===== src/rtl/load_unit_pkg.sv =====
// load_unit_pkg
// Definitions shared by the load unit and the store-side data unit:
//   - LDCtrl encodings (lw/lbu/lb/lhu/lh, 5-7 reserved)
//   - FSM state codes of the load unit
//   - helper functions for LDCtrl legality and address alignment
package load_unit_pkg;

    localparam logic [2:0] LD_LW  = 3'd0;
    localparam logic [2:0] LD_LBU = 3'd1;
    localparam logic [2:0] LD_LB  = 3'd2;
    localparam logic [2:0] LD_LHU = 3'd3;
    localparam logic [2:0] LD_LH  = 3'd4;

    typedef enum logic [2:0] {
        ST_IDLE  = 3'd0,
        ST_WAIT  = 3'd1,
        ST_DRAIN = 3'd2,
        ST_DONE  = 3'd3,
        ST_ERR   = 3'd4
    } ld_state_e;

    // Encodings 5-7 are reserved and report an error.
    function automatic logic ld_ctrl_legal(input logic [2:0] ctrl);
        return (ctrl <= LD_LH);
    endfunction

    // Words need Addr[1:0]==0, halves need Addr[0]==0, bytes are always aligned.
    function automatic logic ld_aligned(input logic [2:0] ctrl, input logic [1:0] addr_lo);
        logic ok;
        ok = 1'b1;
        case (ctrl)
            LD_LW:         ok = (addr_lo == 2'b00);
            LD_LHU, LD_LH: ok = (addr_lo[0] == 1'b0);
            default:       ok = 1'b1;
        endcase
        return ok;
    endfunction

endpackage


===== src/rtl/load_ext.sv =====
// load_ext
// Combinational byte/half selection and sign/zero extension of a bus word.
// Ports:
//   rdata   in  32  aligned word read from the bus
//   addr_lo in  2   byte offset within the word (Addr[1:0])
//   ld_ctrl in  3   load type (LD_* encodings)
//   data    out 32  extended load result (0 for reserved types)
module load_ext
    import load_unit_pkg::*;
(
    input  logic [31:0] rdata,
    input  logic [1:0]  addr_lo,
    input  logic [2:0]  ld_ctrl,
    output logic [31:0] data
);

    logic [7:0]  byte_sel;
    logic [15:0] half_sel;

    always_comb begin
        byte_sel = rdata[7:0];
        case (addr_lo)
            2'd0:    byte_sel = rdata[7:0];
            2'd1:    byte_sel = rdata[15:8];
            2'd2:    byte_sel = rdata[23:16];
            default: byte_sel = rdata[31:24];
        endcase
        half_sel = addr_lo[1] ? rdata[31:16] : rdata[15:0];
    end

    always_comb begin
        data = 32'd0;
        case (ld_ctrl)
            LD_LW:   data = rdata;
            LD_LBU:  data = {24'd0, byte_sel};
            LD_LB:   data = {{24{byte_sel[7]}}, byte_sel};
            LD_LHU:  data = {16'd0, half_sel};
            LD_LH:   data = {{16{half_sel[15]}}, half_sel};
            default: data = 32'd0;
        endcase
    end

endmodule


===== src/rtl/load_unit.sv =====
// load_unit
// MEM-stage load unit: issues one word-aligned bus read per load, extends
// the returned data, and handles pipeline flush and address errors.
// Ports:
//   clk, reset         clock (rising edge) and async active-high reset
//   ld_req, Addr,
//   LDCtrl, flush      load request from the pipeline
//   ld_busy            stall request (combinational)
//   ld_done, Dout      one-cycle completion pulse and extended result
//   ld_err             one-cycle address error / reserved-type pulse
//   bus_req, bus_addr,
//   bus_ack, bus_rdata read bus
//   dbg_state          current FSM state, for observation only
//
// Bus handshake: bus_req rises when a load is accepted and stays high with
// bus_addr stable until the cycle in which bus_ack=1 (that cycle may be the
// first bus_req cycle); bus_rdata is taken only in that cycle. bus_ack while
// bus_req=0 is ignored.
module load_unit
    import load_unit_pkg::*;
(
    input  logic        clk,
    input  logic        reset,
    input  logic        ld_req,
    input  logic [31:0] Addr,
    input  logic [2:0]  LDCtrl,
    input  logic        flush,
    output logic        ld_busy,
    output logic        ld_done,
    output logic [31:0] Dout,
    output logic        ld_err,
    output logic        bus_req,
    output logic [31:0] bus_addr,
    input  logic        bus_ack,
    input  logic [31:0] bus_rdata,
    output ld_state_e   dbg_state
);

    ld_state_e   state_q, state_d;
    logic [1:0]  addr_lo_q;
    logic [2:0]  ctrl_q;
    logic [31:0] bus_addr_q;
    logic [31:0] dout_q;
    logic [31:0] ext_data;
    logic        req_ok;
    logic        accept;
    logic        reject;

    assign req_ok = ld_ctrl_legal(LDCtrl) && ld_aligned(LDCtrl, Addr[1:0]);
    assign accept = ld_req && !flush && req_ok;
    assign reject = ld_req && !flush && !req_ok;

    load_ext u_load_ext (
        .rdata   (bus_rdata),
        .addr_lo (addr_lo_q),
        .ld_ctrl (ctrl_q),
        .data    (ext_data)
    );

    always_comb begin
        state_d = state_q;
        case (state_q)
            ST_IDLE: begin
                if (accept)      state_d = ST_WAIT;
                else if (reject) state_d = ST_ERR;
            end
            ST_WAIT: begin
                // A flush abandons the load; if the bus is still busy we
                // must keep requesting until it acks (DRAIN).
                if (flush)        state_d = bus_ack ? ST_IDLE : ST_DRAIN;
                else if (bus_ack) state_d = ST_DONE;
            end
            ST_DRAIN: begin
                if (bus_ack) state_d = ST_IDLE;
            end
            // DONE ignores ld_req: the same instruction is still in MEM.
            ST_DONE: state_d = ST_IDLE;
            ST_ERR:  state_d = ST_IDLE;
            default: state_d = ST_IDLE;
        endcase
    end

    always_comb begin
        bus_req = (state_q == ST_WAIT) || (state_q == ST_DRAIN);
        ld_busy = bus_req || ((state_q == ST_IDLE) && accept);
        ld_done = (state_q == ST_DONE) && !flush;
        ld_err  = (state_q == ST_ERR) && !flush;
    end

    always_ff @(posedge clk or posedge reset) begin
        if (reset) begin
            state_q    <= ST_IDLE;
            addr_lo_q  <= 2'd0;
            ctrl_q     <= 3'd0;
            bus_addr_q <= 32'd0;
            dout_q     <= 32'd0;
        end else begin
            state_q <= state_d;
            if ((state_q == ST_IDLE) && accept) begin
                addr_lo_q  <= Addr[1:0];
                ctrl_q     <= LDCtrl;
                bus_addr_q <= {Addr[31:2], 2'b00};
            end
            if ((state_q == ST_WAIT) && bus_ack && !flush) begin
                dout_q <= ext_data;
            end
        end
    end

    assign bus_addr  = bus_addr_q;
    assign Dout      = dout_q;
    assign dbg_state = state_q;

endmodule


===== config.mk =====
export PLATFORM = sky130hd
export DESIGN_NAME = load_unit
export DESIGN_NICKNAME = d
export VERILOG_FILES = /design/src/rtl/load_unit_pkg.sv /design/src/rtl/load_ext.sv /design/src/rtl/load_unit.sv
export SDC_FILE = /design/constraint.sdc
export NUM_CORES = 1
export LEC_CHECK = 0
export CORE_UTILIZATION = 55
export CTS_BUF_LIST = sky130_fd_sc_hd__clkbuf_4 sky130_fd_sc_hd__clkbuf_8
export DETAILED_ROUTE_END_ITERATION = 10
export DONT_BUFFER_PORTS = 1
export GPL_TIMING_DRIVEN = 0
export HOLD_SLACK_MARGIN = 0.1
export PLACE_DENSITY_LB_ADDON = 0.12
export SYNTH_ARGS = -nofsm -noshare
export SYNTH_HDL_FRONTEND = slang
export SYNTH_SLANG_ARGS = --single-unit

===== constraint.sdc =====
create_clock -name clk -period 4.1 [get_ports clk]
set_clock_uncertainty 0.1 [all_clocks]
set_input_delay 0.41 -clock clk [delete_from_list [all_inputs] [get_ports clk]]
set_output_delay 0.41 -clock clk [all_outputs]
set_load 0.03 [all_outputs]

# Word-level counts from Yosys, hierarchy flattened
# Cells that the tools add are included.
# word_totals
reg_bits	70
output_inout_bits	71
word_cells	53
input_bits	72
# classes
n_lt_le_gt_ge	1
n_reduce_logical	20
bitwise_logic	1
mux	11
eq_ne	15
# ops
cell	n
$pmux 32 s5	1
$pmux 8 s3	1
$mux 16	1
$eq 3x2->1 const B	5
$mux 3	5
$eq 3x3->1 const B	3
$logic_and 1x1->1	9
$logic_not 3->1	3
$pmux 3 s3	1
$eq 3x1->1 const B	2
$ne 3x3->1 const B	2
$logic_not 2->1	2
$le 3x3->1 const B	1
$reduce_and 3->1	1
$eq 2x1->1 const B	1
$eq 2x2->1 const B	1
$logic_not 1->1	2
$logic_or 1x1->1	2
$mux 2	1
$ne 2x2->1 const B	1
$pmux 1 s2	1
$reduce_or 2->1	1
$not 1->1	1

# Depth between registers and ports, before layout
# depth
depth_word	9
mapped_depth	6
depth_no_buf	4

# Cells and area by module
# From an unflattened synthesis, not the netlist that was laid out.
# hier_totals
hier_cells	312
area_unflattened_um2	3834.9
# modules_own_cells
module	area_each_um2	seq_area_each_um2	n_inst	cells_per_inst
load_unit	2886.5	1751.7	1	172
load_ext	948.4	0.0	1	140

# Worst setup path after synthesis
# OpenSTA, ideal clock, no wires.
# synth_path
path_type	reg-to-output
from	register state_q[1], in the netlist dbg_state[1]
to	output ld_err
n_path_buf	1
required_ps	3590
t_arrival_ps	1819
slack_ps	1771
stages_incl_launch_ff	3
cell_sequence	dfrtp_1 -> clkbuf_1 -> nor4b_1
# synth_between
elab_chain_cells	2
# synth_lines
element	line	rtl
from (decl)	load_unit.sv:39	ld_state_e state_q, state_d;
from (signal assigned)	load_unit.sv:98	state_q <= state_d;
$eq 3x3->1	load_unit.sv:87	ld_err = (state_q == ST_ERR) && !flush;
$logic_and 1x1->1	load_unit.sv:87	
to (decl)	load_unit.sv:31	output logic ld_err,
# No other way between the ends.

# Worst setup path after layout
# Ends and elaborated chain as after synthesis.

==> results.md <==
- Total track usage: 25.6%
- Post-route DRC violation count: 0
- Clock Pin Slew Worst Setup and Hold Paths: 0.08 ns
- Crit path arrival time: 2.26 ns
- Final Hold Vio Count: 0
- Fin crit period: 2.77 ns
- CP top delay family: simple AND/OR/NAND/NOR gates
- Number of library cell types mapped by synthesis: 41
- Number of global-route vias before repair: 2,448
- Core footprint: 5920 um^2
- First-pass GRT wire length: 12,200 um
- Synth area leaders: dfrtp_1 (52%), mux2_2 (11%), mux4_1 (5.4%)
- Hold WC Path Type: in -> reg
- Largest stage delay, worst path: 1.16 ns
- Most common library cells after synthesis: dfrtp_1 (70), nand2_1 (37), mux2_2 (32)
- Sink Count: 70
- Site row count: 28
- Clock buffer depth: 2
- Share of cells above drive strength 1: 23.9%
- Met3 Resource Use GR: 9.20%
- Largest net degree at the start of global routing: 71
- Final setup fails: 0
- Die X: 80.4 um
- Port bufs: 0
- Power Density: 921 nW/um^2
- Worst Path Required: 3.59 ns
- Number of DRC markers in iteration 0: 222
- Met1 Track Usage GR: 30.7%
- GR peak layer: met2
- Synth Register Bits: 70
- Post-DRT Antenna Nets: 0
- Vias per inst: 6.19
- Post-synth top area share: 51.8%
- Worst setup SP type: flip-flop
- Clk root buf: clkbuf_8
- Syn_area_per_cell: 11.9 um^2
- Initial antenna violation count: 0
- Pins Over Slew Limit: 0
- RePlAce Congestion: 0.824
- Routed len/inst: 20.5 um
- Slew @ Worst Pin: 1.35 ns
- Met2 GRT Util: 39.4%
- Design area: 3830 um^2
- Top-count cell post-synth: dfrtp_1
- Die area: 6470 um^2
- Max Cap Violations: 0
- Worst Path Buf+Inv: 1
- Clk_lat worst skew: 0.33 ns
- Commonest register cell after synthesis: dfrtp_1
- Nets: 381
- Placed cell areas: 3480 um^2
- Crit-path slowest cell: nor4b_1
- Max transition margin: 8.72%
- WHS: 0.113 ns
- Crit. End Element: primary output
- Maximum clock rate: 0.361 GHz
- Io pins: 143
- Unrepaired setup endpoints after global routing: no
- Gr ovfl total: 0
- Number of flops mapped to enable cells by yosys: 0
- Post-CTS setup buffer count: 0
- Setup TNS: 0 ns
- Die H: 80.4 um
- Synth async-reset ratio: 100%
- Status: finished clean
- CTS H-tree depth: 3
- Synthesized cell area: 3380 um^2
- Total routed wirelength: 7960 um
- Yosys Warn Count: 0
- Tcrit/Tclk final: 67.5%
- Post-DP HPWL: 5680 um
- Area leader, netlist: dfrtp_1
- Peak VDD IR: 0.000518 V
- Area grow syn2layout: 13.3%
- Initial core utilization: 57.2%
- CTS tree: yes
- # diodes: 0
- CTS Buf Count: 9
- Register area share after synthesis: 51.8%
- Crit Path Class: reg -> out
- Max Fanout on Critical Path: 10
- Slack of the worst reg-to-reg path: 1.79 ns
- Total number of vias: 2,408
- Post-Syn Instances: 285
- Lkg Pwr: 1.66 nW
- Design Power: 0.00353 W
- First-pass detailed-route iteration total: 5
- Crit path cell chain: clkbuf_1 -> nor4b_1
[cells in the final DEF, fill, tap and decap left out, types with 8 or more instances in the layout]
master and instances:
mux2_2 32, dfrtp_1 70, buf_2 8, a21oi_1 21, nand2_1 37, nor2_1 8
o21ai_1 21, clkbuf_8 10, dlygate4sd3_1 12, o21ai_0 14, a222oi_1 8
[area by class of cell]
class	count	area, um^2
inverters	3	13.8
plain buffers	22	134
clock buffers	10	138
clock inverters	6	92.6
fillers	466	2090
multi-input cells	191	1490
well taps	75	93.8
repair buffers	12	120
flip-flops and latches	70	1750
[per-stage QoR]
step           cells  util (%)  worst slack, ns
6_report         389      64.8             1.33
3_3_place_gp     361      58.8             1.06
5_1_grt          389      64.8             1.23
4_1_cts          388      64.6             1.30
2_1_floorplan    286         -             1.77
3_5_place_dp     361      58.9             1.67
[metal layers]
layer	routed length, um	up-vias	part of all wire, %
met5	0	-	0
met4	187	0	2.3
met3	992	17	12
met2	3800	145	48
met1	2980	1141	37
li1	-	1105	-
[final timing paths]
check | from | to | depth (start not counted)
worst min register to register | addr_lo_q[0] | addr_lo_q[0] | 2
worst min-delay path | Addr[12] | bus_addr[12] | 1
worst max register to register | dbg_state[2] | Dout[21] | 5
min in group asynchronous | reset | bus_addr[16] | 2
max in group asynchronous | reset | ctrl_q[2] | 2
worst max-delay path | dbg_state[1] | ld_err | 2
[power by group]
part / switching, W / internal [W] / leakage, nW
Sequential: 0.000774 / 0.000986 / 0.883
Clock: 0.000270 / 0.000363 / 0.110
Combinational: 0.000606 / 0.000533 / 0.663
[repair_timing]
item,CTS,global route
resized for setup,0,0
hold endpoints to repair,80,1
hold buffers,11,1
[flip-flops by register name, summed over array words and instances, names as in the netlist]
register and count:
Dout 32, addr_lo_q 2, bus_addr 30, ctrl_q 3, dbg_state 3
[cells by family after synthesis]
kind of cell	share of synthesized area, %
simple gates	8.43
mux	18.1
compound gates	16.6
other cells	0.111
flops	51.8
xor+xnor	0.776
buf+inv	4.29
No activity file was read; power rests on OpenSTA's default activity.
